--- config.mk ---
export PLATFORM = sky130hd
export DESIGN_NAME = edc_secded_pipe
export DESIGN_NICKNAME = d
export VERILOG_FILES = /design/src/rtl/edc_pkg.sv /design/src/rtl/edc_syndrome_decode.sv /design/src/rtl/edc_secded_pipe.sv
export SDC_FILE = /design/constraint.sdc
export NUM_CORES = 1
export LEC_CHECK = 0
export BUFFER_PORTS_ARGS = -buffer_cell sky130_fd_sc_hd__buf_2
export CORE_ASPECT_RATIO = 1.75
export CORE_UTILIZATION = 35
export CTS_CLUSTER_DIAMETER = 30
export DETAILED_ROUTE_END_ITERATION = 16
export PLACE_DENSITY = 0.59
export SLEW_MARGIN = 10
export SYNTH_ARGS = -nofsm -noshare
export SYNTH_HDL_FRONTEND = slang
export SYNTH_SLANG_ARGS = --single-unit
--- constraint.sdc ---
create_clock -name i_clk -period 5.9 [get_ports i_clk]
set_input_delay 1.18 -clock i_clk [delete_from_list [all_inputs] [get_ports i_clk]]
set_output_delay 1.18 -clock i_clk [all_outputs]
set_load 0.02 [all_outputs]
--- src/rtl/edc_pkg.sv ---
// Shared SEC-DED helpers: Hsiao column generation, popcount/parity and
// the syndrome classification codes used by the pipeline and the scrubber.
package edc_pkg;

  localparam logic [1:0] SYN_NONE   = 2'd0;
  localparam logic [1:0] SYN_DATA   = 2'd1;
  localparam logic [1:0] SYN_CHECK  = 2'd2;
  localparam logic [1:0] SYN_DOUBLE = 2'd3;

  function automatic int unsigned popcount(input logic [7:0] v);
    int unsigned n;
    n = 0;
    for (int i = 0; i < 8; i++) n = n + 32'(v[i]);
    return n;
  endfunction

  function automatic logic parity(input logic [7:0] v);
    return ^v;
  endfunction

  // idx-th value of width ew, ascending, with odd weight >= 3.
  function automatic logic [7:0] hsiao_col(input int ew, input int idx);
    logic [7:0] col;
    int         cnt;
    col = '0;
    cnt = 0;
    for (int v = 3; v < (1 << ew); v++) begin
      if (parity(8'(v)) && popcount(8'(v)) >= 3) begin
        if (cnt == idx) col = 8'(v);
        cnt++;
      end
    end
    return col;
  endfunction

  function automatic logic legal_cfg(input int dw, input int ew);
    return ((dw == 32) && (ew == 7)) || ((dw == 64) && (ew == 8));
  endfunction

endpackage

--- src/rtl/edc_syndrome_decode.sv ---
// Combinational syndrome decoder: maps a syndrome to a data flip mask and
// an error class. Shared by the decode pipeline and the memory scrubber.
module edc_syndrome_decode
  import edc_pkg::*;
#(
  parameter int DATA_WIDTH = 32,
  parameter int ECC_WIDTH  = 7
) (
  input  logic [ECC_WIDTH-1:0]  i_syndrome,
  output logic [DATA_WIDTH-1:0] o_flip_mask,
  output logic [1:0]            o_class
);

  logic [ECC_WIDTH-1:0] w_col [DATA_WIDTH];

  for (genvar g = 0; g < DATA_WIDTH; g++) begin : g_col
    localparam logic [7:0] COL = hsiao_col(ECC_WIDTH, g);
    assign w_col[g] = COL[ECC_WIDTH-1:0];
  end

  always_comb begin
    o_flip_mask = '0;
    for (int i = 0; i < DATA_WIDTH; i++) o_flip_mask[i] = (i_syndrome == w_col[i]);
    // Odd-weight syndromes that match no column are uncorrectable too.
    if (i_syndrome == '0)                        o_class = SYN_NONE;
    else if (|o_flip_mask)                       o_class = SYN_DATA;
    else if (popcount(8'(i_syndrome)) == 32'd1)  o_class = SYN_CHECK;
    else                                         o_class = SYN_DOUBLE;
  end

endmodule

--- src/rtl/edc_secded_pipe.sv ---
// Two-stage pipelined Hsiao SEC-DED encoder/decoder with valid/ready flow
// control, saturating error counters and first-fatal-error tag capture.
module edc_secded_pipe
  import edc_pkg::*;
#(
  parameter int DATA_WIDTH  = 32,
  parameter int ECC_WIDTH   = 7,
  parameter int TAG_WIDTH   = 30,
  parameter int COUNT_WIDTH = 16
) (
  input  logic                   i_clk,
  input  logic                   i_rst_n,
  input  logic                   i_valid,
  output logic                   o_ready,
  input  logic                   i_write_enabled,
  input  logic [DATA_WIDTH-1:0]  i_data,
  input  logic [ECC_WIDTH-1:0]   i_ecc,
  input  logic [TAG_WIDTH-1:0]   i_tag,
  output logic                   o_valid,
  input  logic                   i_ready,
  output logic [DATA_WIDTH-1:0]  o_data,
  output logic [ECC_WIDTH-1:0]   o_ecc_syndrome,
  output logic                   o_single_err,
  output logic                   o_double_err,
  output logic [TAG_WIDTH-1:0]   o_tag,
  input  logic                   i_count_clr,
  output logic [COUNT_WIDTH-1:0] o_sec_count,
  output logic [COUNT_WIDTH-1:0] o_ded_count,
  output logic [TAG_WIDTH-1:0]   o_fatal_tag,
  output logic                   o_fatal_valid
);

  if (!legal_cfg(DATA_WIDTH, ECC_WIDTH)) begin : g_bad_cfg
    $error("edc_secded_pipe: illegal DATA_WIDTH/ECC_WIDTH pairing");
  end

  // Handshake: a beat moves on either side when valid && ready. The whole
  // pipe stalls as one while the output beat is held, so no bubbles appear.
  logic w_stall, w_hs;
  assign w_stall = o_valid && !i_ready;
  assign w_hs    = o_valid && i_ready;
  assign o_ready = !w_stall;

  logic                  r1_valid, r1_we;
  logic [DATA_WIDTH-1:0] r1_data;
  logic [ECC_WIDTH-1:0]  r1_ecc;
  logic [TAG_WIDTH-1:0]  r1_tag;

  always_ff @(posedge i_clk or negedge i_rst_n) begin
    if (!i_rst_n) begin
      r1_valid <= 1'b0;
      r1_we    <= 1'b0;
      r1_data  <= '0;
      r1_ecc   <= '0;
      r1_tag   <= '0;
    end else if (!w_stall) begin
      r1_valid <= i_valid;
      r1_we    <= i_write_enabled;
      r1_data  <= i_data;
      r1_ecc   <= i_ecc;
      r1_tag   <= i_tag;
    end
  end

  logic [ECC_WIDTH-1:0] w_col [DATA_WIDTH];
  for (genvar g = 0; g < DATA_WIDTH; g++) begin : g_col
    localparam logic [7:0] COL = hsiao_col(ECC_WIDTH, g);
    assign w_col[g] = COL[ECC_WIDTH-1:0];
  end

  logic [ECC_WIDTH-1:0]  w_gen, w_syn;
  logic [DATA_WIDTH-1:0] w_flip;
  logic [1:0]            w_class;

  always_comb begin
    w_gen = '0;
    for (int i = 0; i < DATA_WIDTH; i++) w_gen = w_gen ^ (w_col[i] & {ECC_WIDTH{r1_data[i]}});
  end

  assign w_syn = w_gen ^ r1_ecc;

  edc_syndrome_decode #(
    .DATA_WIDTH (DATA_WIDTH),
    .ECC_WIDTH  (ECC_WIDTH)
  ) u_syn_dec (
    .i_syndrome  (w_syn),
    .o_flip_mask (w_flip),
    .o_class     (w_class)
  );

  always_ff @(posedge i_clk or negedge i_rst_n) begin
    if (!i_rst_n) begin
      o_valid        <= 1'b0;
      o_data         <= '0;
      o_ecc_syndrome <= '0;
      o_single_err   <= 1'b0;
      o_double_err   <= 1'b0;
      o_tag          <= '0;
    end else if (!w_stall) begin
      o_valid        <= r1_valid;
      o_data         <= r1_we ? r1_data : (r1_data ^ w_flip);
      o_ecc_syndrome <= r1_we ? w_gen : w_syn;
      o_single_err   <= !r1_we && ((w_class == SYN_DATA) || (w_class == SYN_CHECK));
      o_double_err   <= !r1_we && (w_class == SYN_DOUBLE);
      o_tag          <= r1_tag;
    end
  end

  always_ff @(posedge i_clk or negedge i_rst_n) begin
    if (!i_rst_n) begin
      o_sec_count   <= '0;
      o_ded_count   <= '0;
      o_fatal_tag   <= '0;
      o_fatal_valid <= 1'b0;
    end else if (i_count_clr) begin
      o_sec_count   <= '0;
      o_ded_count   <= '0;
      o_fatal_tag   <= '0;
      o_fatal_valid <= 1'b0;
    end else if (w_hs) begin
      if (o_single_err && (o_sec_count != '1)) o_sec_count <= o_sec_count + 1'b1;
      if (o_double_err && (o_ded_count != '1)) o_ded_count <= o_ded_count + 1'b1;
      if (o_double_err && !o_fatal_valid) begin
        o_fatal_tag   <= o_tag;
        o_fatal_valid <= 1'b1;
      end
    end
  end

endmodule

==> results by group, run 1 <==
Finish
  • Final instance area: 0.01254 mm2
  • Share of layout cells above drive strength 1: 0.2447
  • Nets: 1324
  • Area Overhead vs Synth: 27.25%

Timing
  • Setup-failing EPs final: 0
  • Slew of the pin with the lowest slew margin: 0.9757 ns
  • Clock Skews: 0.03154 ns
  • RSZ-0062 raised after global routing: no
  • Setup TNS: 0 ns
  • Max_slew headroom: 0.3472
  • Fin. max-slew vios: 0
  • Min cycle time layout: 4.974 ns
  • Max Clk Rate: 201.0 MHz
  • Tcrit/Tclk final: 0.8430
  • WHS: 0.4552 ns
  • Final Hold Viols: 0
  • Final WS setup: 0.9261 ns

CTS
  • Clock buffer depth: 3
  • CTS root buf: clkbuf_16
  • Clock Latency Late Sink: 0.52 ns
  • TritonCTS clock tree: done
  • Hold-fix buffers, CTS: 0
  • Setup Fix Bufs, Post-CTS: 0
  • CTS Buf Count: 38
  • Register clock-pin slew on the reported worst setup and hold paths: 0.06 ns
  • Sinks on the clock net: 206
  • Max H-tree Level: 2
  • Post_cts resized: 0

Worst setup path
  • FF-to-FF path depth: 19
  • CP top delay family: adder cells
  • Critical path type: register to register
  • Critical Path AT: 5.35 ns
  • R2r startpoint: r1_data[20]
  • Startpoint class of the critical path: register
  • Slowest CP cell: fa_1
  • WP buf/inv: 4
  • CP cell instances: xnor2_1 -> xnor2_1 -> xnor3_1 -> xor2_2 -> inv_2 -> fa_1 -> inv_1 -> fa_1 -> ha_1 -> inv_1 -> fa_1 -> inv_1 -> nand3_1 -> o21ai_0 -> and4_1 -> a31oi_1 -> ha_1 -> nand3b_1 -> nand2_1
  • Worst Path Max Fanout: 13
  • WP data required: 6.28 ns
  • Worst reg2reg endpoint: o_single_err
  • CP endpoint kind: register
  • Crit path largest cell delay: 0.55 ns
  • R2R Setup Slk: 0.93 ns

Routing
  • WL per Instance: 17.17 um
  • Vias per std cell: 4.742
  • DR pass1 iterations: 5
  • DR iter-0 viols: 374
  • Antenna-violating nets left: 0
  • WL final: 28050 um
  • DR DRC count: 0
  • Via Count: 7749

Floorplanning
  • Die X: 128.8 um
  • Core area: 0.02743 mm2
  • # rows: 80
  • Ports: 211
  • Initial Util: 0.3593
  • Die Ht: 224.0 um
  • Die area: 0.02885 mm2

Synth
  • Syn nets: 1117
  • Synth top area cells: dfrtp_1, nand2_1, xnor2_1, xor2_1, a22o_1
  • Distinct cells, synth: 56
  • Post-synthesis sequential area ratio: 0.5232
  • Post-synth top flop: dfrtp_1
  • YS warnings: 0
  • Async SR Flop Fraction: 1.000
  • Synth top area share: 0.5232
  • Seq cells post-synth: 206
  • Synthesized area per cell: 9.576 um2
  • Yosys top cell by area: dfrtp_1
  • EDFF count, synth: 0
  • Netlist Area Pre-Place: 0.009853 mm2
  • Post-synthesis cell count: 1029

Placement
  • Port bufs: 210
  • RD Place Congestion: 0.8738
  • Dpl hpwl: 20440 um
  • Placement Setup Slack: 0.9625 ns
  • Post-DP Area: 0.01126 mm2

Power
  • P per Cell Area: 678.4 mW/mm2
  • Leakage power: 6.282 nW
  • Final Power: 0.008506 W
  • Worst vdd ir: 0.0005152 V

Global route
  • Vias in the first global route: 7840
  • GRT overflow: 0
  • GRT Overall Usage: 0.1999
  • First-pass GRT wire length: 43500 um
  • Initial antenna violation count: 2
  • Largest net degree at the start of global routing: 155

Hold path
  • WHS Endpoint: o_tag[29]
  • HP Class: register to register
  • Hold path depth: 2
  • Min-Delay Startpoint: r1_tag[29]

Flow run
  • Max Cap Viol: 0

Run status
  • Outcome: finished, final reports clean
## power breakdown
part	leakage [nW]	total, W	switching (W)	internal, W
combinational	3.07	0.00453	0.00287	0.00166
clock	0.610	0.00215	0.000738	0.00141
sequential	2.60	0.00183	0.000178	0.00165
## layout make-up
class / instances / area, um2
multi-input cells: 758 / 4463
clock buffers: 45 / 1018
repair buffers: 216 / 1117
flip-flops and latches: 206 / 5155
well taps: 369 / 461.7
inverters: 16 / 65.06
clock inverters: 22 / 252.7
fillers: 2741 / 14890
diodes: 2 / 5.005
## cells by family (layout without fill, tap and decap cells)
logic type                 after synthesis  after routing  share of synthesized area
and+or+nand+nor                        506            506                     0.2141
adders and majority gates               13             13                    0.01879
muxes                                    4              4                   0.004191
DFF                                    206            206                     0.5232
other                                    0              2                          0
xor gates and xnor gates               139            139                     0.1492
buffers and inverters                   65            299                    0.02540
AOI/OAI and AO/OA                       96             96                    0.06514
## per-layer routing
| layer | share of wire | vias up | track usage | wire (um) |
|---|---|---|---|---|
| met5 | 0 | - | 0 | 0 |
| met4 | 0.046 | 0 | 0.1089 | 1300 |
| met3 | 0.037 | 69 | 0.03105 | 1041 |
| met2 | 0.56 | 214 | 0.3826 | 15720 |
| met1 | 0.36 | 3716 | 0.2018 | 9991 |
| li1 | - | 3750 | - | - |
## state kept, by name, indices dropped and copies added, names as in the netlist
| register | flops |
|---|---|
| r1_valid | 1 |
| o_fatal_valid | 1 |
| r1_tag | 30 |
| r1_ecc | 7 |
| o_ded_count | 16 |
| r1_data | 32 |
| o_single_err | 1 |
| o_double_err | 1 |
| r1_we | 1 |
| o_valid | 1 |
| o_sec_count | 16 |
| o_ecc_syndrome | 7 |
| o_data | 32 |
| o_tag | 30 |
| o_fatal_tag | 30 |
## cell usage after synthesis (all sizes together) (5+ instances only)
cell and instances:
xor2 62, nand4 6, xnor2 65, nor3 5
and4 5, a22o 30, dfrtp 206, xnor3 10
nand3 45, ha 10, a21oi 11, nand2 364
nor2 59, nand2b 8, inv 15, o21ai 41
clkbuf 45
## metrics by stage
stage / instances / util
3_5_place_dp: 1565 / 0.4106
5_1_grt: 1634 / 0.4572
2_1_floorplan: 1029 / -
3_3_place_gp: 1565 / 0.4106
6_report: 1634 / 0.4572
4_1_cts: 1632 / 0.4570
## worst max-delay path by stage
stage                           start            to  slack [ns]  depth (start not counted)
final                     r1_data[20]  o_single_err        0.93                         19
after global routing       r1_data[3]  o_single_err        0.61                         19
after CTS                 r1_data[20]  o_single_err        0.94                         19
after detailed placement   r1_data[3]  o_single_err        0.96                         19
after global placement     r1_data[3]  o_single_err         1.0                         19
after floorplan            r1_data[7]  o_single_err        1.41                         20
## tightest hold or removal path: stages (launching register included)
cell     delay (ns)
dfrtp_1        0.33
nand2_1        0.05
nand2_1        0.05
## cell usage in the layout, fill, tap and decap left out, types with 7 or more instances in the layout
| cell | count |
|---|---|
| nand2_1 | 363 |
| buf_2 | 209 |
| dfrtp_1 | 206 |
| xnor2_1 | 62 |
| xor2_1 | 59 |
| nor2_1 | 51 |
| nand3_1 | 45 |
| clkbuf_16 | 39 |
| a22o_1 | 30 |
| o21ai_1 | 29 |
| inv_1 | 12 |
| o21ai_0 | 12 |
| a21oi_1 | 10 |
| ha_1 | 10 |
| nand2b_1 | 7 |
(Power assumes the default switching activity.)
==> inputs of run 2 (changes only) <==
Settings changed: PLACE_DENSITY 0.59 to 0.61.
Clock period 5.9 ns to 4.57 ns, I/O delays scaled along.
==> run 2 against run 1 <==
The run now ends with negative setup slack left. First-iteration DRC count up 7.0%. Sequential cell count unchanged. Sequential share of layout area down 1.3 points. Critical path depth up 8. Power up 49%. Register-to-register slack worse by 1.1 ns. Worst setup slack worse by 1.1 ns. Largest cell class unchanged.
==> results by group, run 2 (synthesis results as in run 1) <==
Run status
  • Outcome: finished, violations left
  • Failing checks: negative setup slack

Finish
  • Largest regs: o_data x32, r1_data x32
  • Final Non-Filler Cells: 1678
  • Most frequent cells in the layout: nand2_1, buf_2, dfrtp_1
  • Area Overhead vs Synth: 31.38%
  • Nets: 1374
  • Antenna diodes: 0
  • Share of layout cells above drive strength 1: 0.2857
  • Commonest non-fill, non-tap cell in the layout: nand2_1
  • Final instance area: 0.01294 mm2

Timing
  • Final WS setup: -0.1590 ns
  • Max_slew headroom: 0.4057
  • Min cycle time layout: 4.729 ns
  • Tcrit/Tclk final: 1.035
  • Final Hold Viols: 0
  • RSZ-0062 raised after global routing: yes
  • Clock Skews: 0.01535 ns
  • Max Clk Rate: 211.5 MHz
  • Fin. max-slew vios: 0
  • Slew of the pin with the lowest slew margin: 0.8914 ns
  • Setup-failing EPs final: 2

CTS
  • Max H-tree Level: 2
  • Clock buffer depth: 3
  • TritonCTS clock tree: done
  • Register clock-pin slew on the reported worst setup and hold paths: 0.05 ns
  • Sinks on the clock net: 206
  • CTS root buf: clkbuf_16
  • CTS Buf Count: 36
  • Clock Latency Late Sink: 0.50 ns

Global route
  • First-pass GRT wire length: 44660 um
  • Largest net degree at the start of global routing: 99
  • Vias in the first global route: 8122
  • GRT overflow: 0
  • Initial antenna violation count: 1
  • GRT Overall Usage: 0.2044

Power
  • Leakage power: 6.536 nW
  • Final Power: 0.01270 W
  • Worst vdd ir: 0.0008490 V
  • P per Cell Area: 980.7 mW/mm2

Worst setup path
  • Critical Path AT: 5.17 ns
  • Worst Path Max Fanout: 2
  • R2R Setup Slk: -0.16 ns
  • CP endpoint kind: register
  • WP data required: 5.01 ns
  • Critical path type: register to register
  • Startpoint class of the critical path: register

Floorplanning
  • Die area: 0.02885 mm2
  • Die Ht: 224.0 um
  • Initial Util: 0.3593
  • Ports: 211
  • Die X: 128.8 um
  • Core area: 0.02743 mm2
  • # rows: 80

Routing
  • Vias per std cell: 4.781
  • Antenna-violating nets left: 0
  • DR pass1 iterations: 4
  • DR DRC count: 0
  • WL final: 28800 um
  • Via Count: 8022
  • Met2 routed WL: 16170 um
  • WL per Instance: 17.17 um
  • Met3 routed WL: 1085 um
  • DR iter-0 viols: 400
  • Wl on met1: 10230 um
  • Max Used Layer: met5

Placement
  • Post-DP Area: 0.01156 mm2
  • RD Place Congestion: 0.9172
  • Placement Setup Slack: -0.2049 ns
  • Cells after DPL: 1605
  • Dpl hpwl: 20920 um
  • Port bufs: 210

Flow run
  • Max Cap Viol: 0

Hold path
  • HP Class: register to register
run 2: report_power, final:
group | switching [W] | internal (W) | leakage, nW
clock network | 0.000932 | 0.00175 | 0.584
logic | 0.00443 | 0.00324 | 3.35
registers | 0.000218 | 0.00213 | 2.60
run 2: repair_timing:
item	4_1_cts	5_1_grt
setup endpoints to repair	2	2
hold buffers	0	0
gates resized for setup	9	12
pin swaps	10	9
buffers inserted	10	2
cloned	0	0
run 2: cell type report:
| class | count | area, um2 |
|---|---|---|
| multi-input combinational | 758 | 4549 |
| sequential | 206 | 5155 |
| clock inverter | 20 | 241.5 |
| clock buffer | 41 | 960.9 |
| fill | 2673 | 14480 |
| tap | 369 | 461.7 |
| inverter | 16 | 65.06 |
| timing repair buffer | 268 | 1511 |
run 2: critical path, stage by stage, from the launching register on:
cell and delay [ns]:
dfrtp_1 0.41, xnor2_2 0.27, xnor2_2 0.18, xnor2_1 0.12, xnor2_1 0.28, xor2_1 0.25, xor2_1 0.13, buf_4 0.15
buf_4 0.12, buf_4 0.12, buf_4 0.12, buf_4 0.12, buf_4 0.12, buf_4 0.12, buf_4 0.12, buf_4 0.13
inv_2 0.09, ha_4 0.15, ha_1 0.24, ha_1 0.30, a21oi_2 0.16, nand3_2 0.08, o21ai_1 0.09, and4_1 0.21
a31oi_1 0.10, ha_2 0.34, nand3b_1 0.07, nand2_1 0.09
run 2: final timing paths:
kind,cells after the start,endpoint,startpoint
worst min-delay path,2,r1_tag[8],r1_tag[8]
min in group asynchronous,1,o_data[6],i_rst_n
worst min register to register,2,r1_tag[8],r1_tag[8]
worst max register to register,27,o_single_err,r1_data[21]
worst max-delay path,27,o_single_err,r1_data[21]
max in group asynchronous,2,o_fatal_tag[18],i_rst_n
run 2: metal layers:
layer	global-route usage	up-vias
li1	-	3857
met3	0.02914	72
met1	0.2105	3881
met4	0.1078	2
met2	0.3901	210
met5	0	-
run 2: metrics by stage:
stage                     hold slack [ns]  utilization  setup TNS, ns
after CTS                          0.4659       0.4699              0
after detailed placement           0.4552       0.4216        -0.3265
final                              0.4624       0.4720        -0.1975
after global routing               0.4794       0.4720        -0.4938
after floorplan                    0.4300            -              0
after global placement             0.4489       0.4216       -0.07218
==> inputs of run 3 (changes only) <==
Settings changed: PLACE_DENSITY 0.61 to not set.
==> run 3 against run 2 <==
Sequential power about the same. The flow now finishes without violations. Global-route usage down 0.71 points. Wire length down 2.5%.
==> results by group, run 3 (synthesis results as in run 1) <==
Finish
  • Final instance area: 0.01268 mm2
  • Nets: 1354
  • Number of fill cells in the layout: 2693
  • Commonest non-fill, non-tap cell in the layout: nand2_1
  • Share of layout cells above drive strength 1: 0.2744
  • Largest regs: o_data x32, r1_data x32
  • Most frequent cells in the layout: nand2_1, buf_2, dfrtp_1
  • Area Overhead vs Synth: 28.66%

CTS
  • Clock Latency Late Sink: 0.55 ns
  • CTS Buf Count: 31
  • TritonCTS clock tree: done
  • Register clock-pin slew on the reported worst setup and hold paths: 0.06 ns
  • Sinks on the clock net: 206
  • Clock buffer depth: 3
  • CTS root buf: clkbuf_16
  • Max H-tree Level: 1

Floorplanning
  • Initial Util: 0.3593
  • Die X: 128.8 um
  • # rows: 80
  • Core area: 0.02743 mm2
  • Die area: 0.02885 mm2
  • Die Ht: 224.0 um
  • Ports: 211

Worst setup path
  • Crit-path most repeated cell: xnor2_2
  • WP data required: 5.05 ns
  • WP buf/inv: 3
  • Critical path type: register to register
  • CP endpoint kind: register
  • Crit path capture: o_single_err
  • CP Depth: 21
  • Startpoint class of the critical path: register
  • R2r startpoint: r1_data[11]
  • FF-to-FF path depth: 21
  • Worst setup path start: r1_data[11]
  • CP cell instances: xnor2_2 -> xnor2_2 -> xnor2_2 -> xnor2_2 -> xor2_1 -> xor2_1 -> ha_1 -> fa_1 -> inv_1 -> fa_1 -> ha_2 -> inv_2 -> fa_2 -> inv_2 -> nand3_2 -> o21ai_1 -> and4_1 -> a31oi_2 -> ha_2 -> nand3b_1 -> nand2_1
  • Slowest CP cell: fa_1
  • Worst reg2reg endpoint: o_single_err
  • Critical Path AT: 5.03 ns
  • Worst Path Max Fanout: 2
  • Crit path largest cell delay: 0.49 ns
  • R2R Setup Slk: 0.02 ns
  • CP top delay family: adder cells

Flow run
  • Max Cap Viol: 0

Global route
  • GRT overflow: 0
  • First-pass GRT wire length: 43370 um
  • GRT Overall Usage: 0.1973
  • Largest net degree at the start of global routing: 173
  • Vias in the first global route: 7905
  • Initial antenna violation count: 2

Routing
  • DR DRC count: 0
  • Vias per std cell: 4.739
  • Via Count: 7871
  • Antenna-violating nets left: 0
  • DR pass1 iterations: 5
  • DR iter-0 viols: 441
  • WL per Instance: 16.91 um
  • WL final: 28090 um

Timing
  • Max_slew headroom: 0.3154
  • Clock Skews: 0.01608 ns
  • RSZ-0062 raised after global routing: yes
  • Final Hold Viols: 0
  • Setup-failing EPs final: 0
  • Tcrit/Tclk final: 0.9952
  • Max Clk Rate: 219.9 MHz
  • Setup TNS: 0 ns
  • Slew of the pin with the lowest slew margin: 1.023 ns
  • Fin. max-slew vios: 0
  • Min cycle time layout: 4.548 ns

Placement
  • RD Place Congestion: 0.9204
  • Dpl hpwl: 20680 um
  • Post-DP Area: 0.01154 mm2
  • Port bufs: 210

Power
  • P per Cell Area: 908.6 mW/mm2
  • Leakage power: 6.395 nW
  • Final Power: 0.01152 W
  • Worst vdd ir: 0.0007292 V

Run status
  • Outcome: finished, final reports clean

Hold path
  • HP Class: input pin to asynchronous set/reset pin
-- run 3: cell types whose count changed in the layout (fill, tap and decap cells not counted), sizes merged --
cell      change
buf          -15
bufinv        -3
clkbuf        -9
clkinv        +6
clkinvlp      -2
diode         +2
inv           +4
-- run 3: worst register-to-register path, delay by kind of cell, from the launching register on --
family | cells | cell delay (ns)
buf+inv | 3 | 0.16
xor+xnor | 6 | 1.27
compound gates | 2 | 0.14
fa+ha+maj | 6 | 2.10
flops | 1 | 0.41
simple gates | 4 | 0.41
-- run 3: power by group --
part / internal, W / leakage [nW] / switching, W
registers: 0.00212 / 2.60 / 0.000217
logic: 0.00280 / 3.29 / 0.00408
clock network: 0.00135 / 0.501 / 0.000949
-- run 3: area by class of cell --
cell class	count	area, um2	area share
multi-input cells	758	4553	0.3592
well taps	369	461.7	0.03642
repair buffers	253	1408	0.1110
flip-flops and latches	206	5155	0.4066
clock buffers	32	779.5	0.06149
clock inverters	25	250.2	0.01974
diodes	2	5.005	0.0003948
inverters	16	65.06	0.005132
-- run 3: routing by layer --
layer | track usage | vias up | wire length, um
li1 | - | 3822 | -
met1 | 0.2021 | 3796 | 10020
met2 | 0.3894 | 202 | 16000
met3 | 0.02770 | 51 | 1146
met4 | 0.07932 | 0 | 927
met5 | 0 | - | 0
-- run 3: worst min path at each step --
| stage | startpoint | endpoint | slack, ns | cells after the start |
|---|---|---|---|---|
| floorplan | r1_valid | r1_valid | 0.43 | 2 |
| global placement | r1_valid | r1_valid | 0.44 | 2 |
| global route | i_rst_n | r1_data[20] | 0.39 | 1 |
| detailed placement | r1_valid | r1_valid | 0.45 | 2 |
| finish | i_rst_n | r1_data[16] | 0.34 | 1 |
| CTS | i_rst_n | r1_data[20] | 0.36 | 1 |
-- run 3: what timing repair did --
action	CTS	global route
gates resized for setup	6	11
hold buffers	0	0
buffers inserted	1	2
pin swaps	8	11
endpoints found under the setup margin	2	2
-- run 3: per-stage QoR --
| step | cells | utilization | hold WS, ns | setup WS [ns] |
|---|---|---|---|---|
| 4_1_cts | 1658 | 0.4599 | 0.3625 | 0.005504 |
| 3_5_place_dp | 1600 | 0.4207 | 0.4479 | -0.1140 |
| 6_report | 1661 | 0.4622 | 0.3443 | 0.02215 |
| 3_3_place_gp | 1600 | 0.4207 | 0.4413 | -0.03646 |
| 5_1_grt | 1661 | 0.4622 | 0.3872 | -0.1878 |
| 2_1_floorplan | 1029 | - | 0.4300 | 0.08465 |
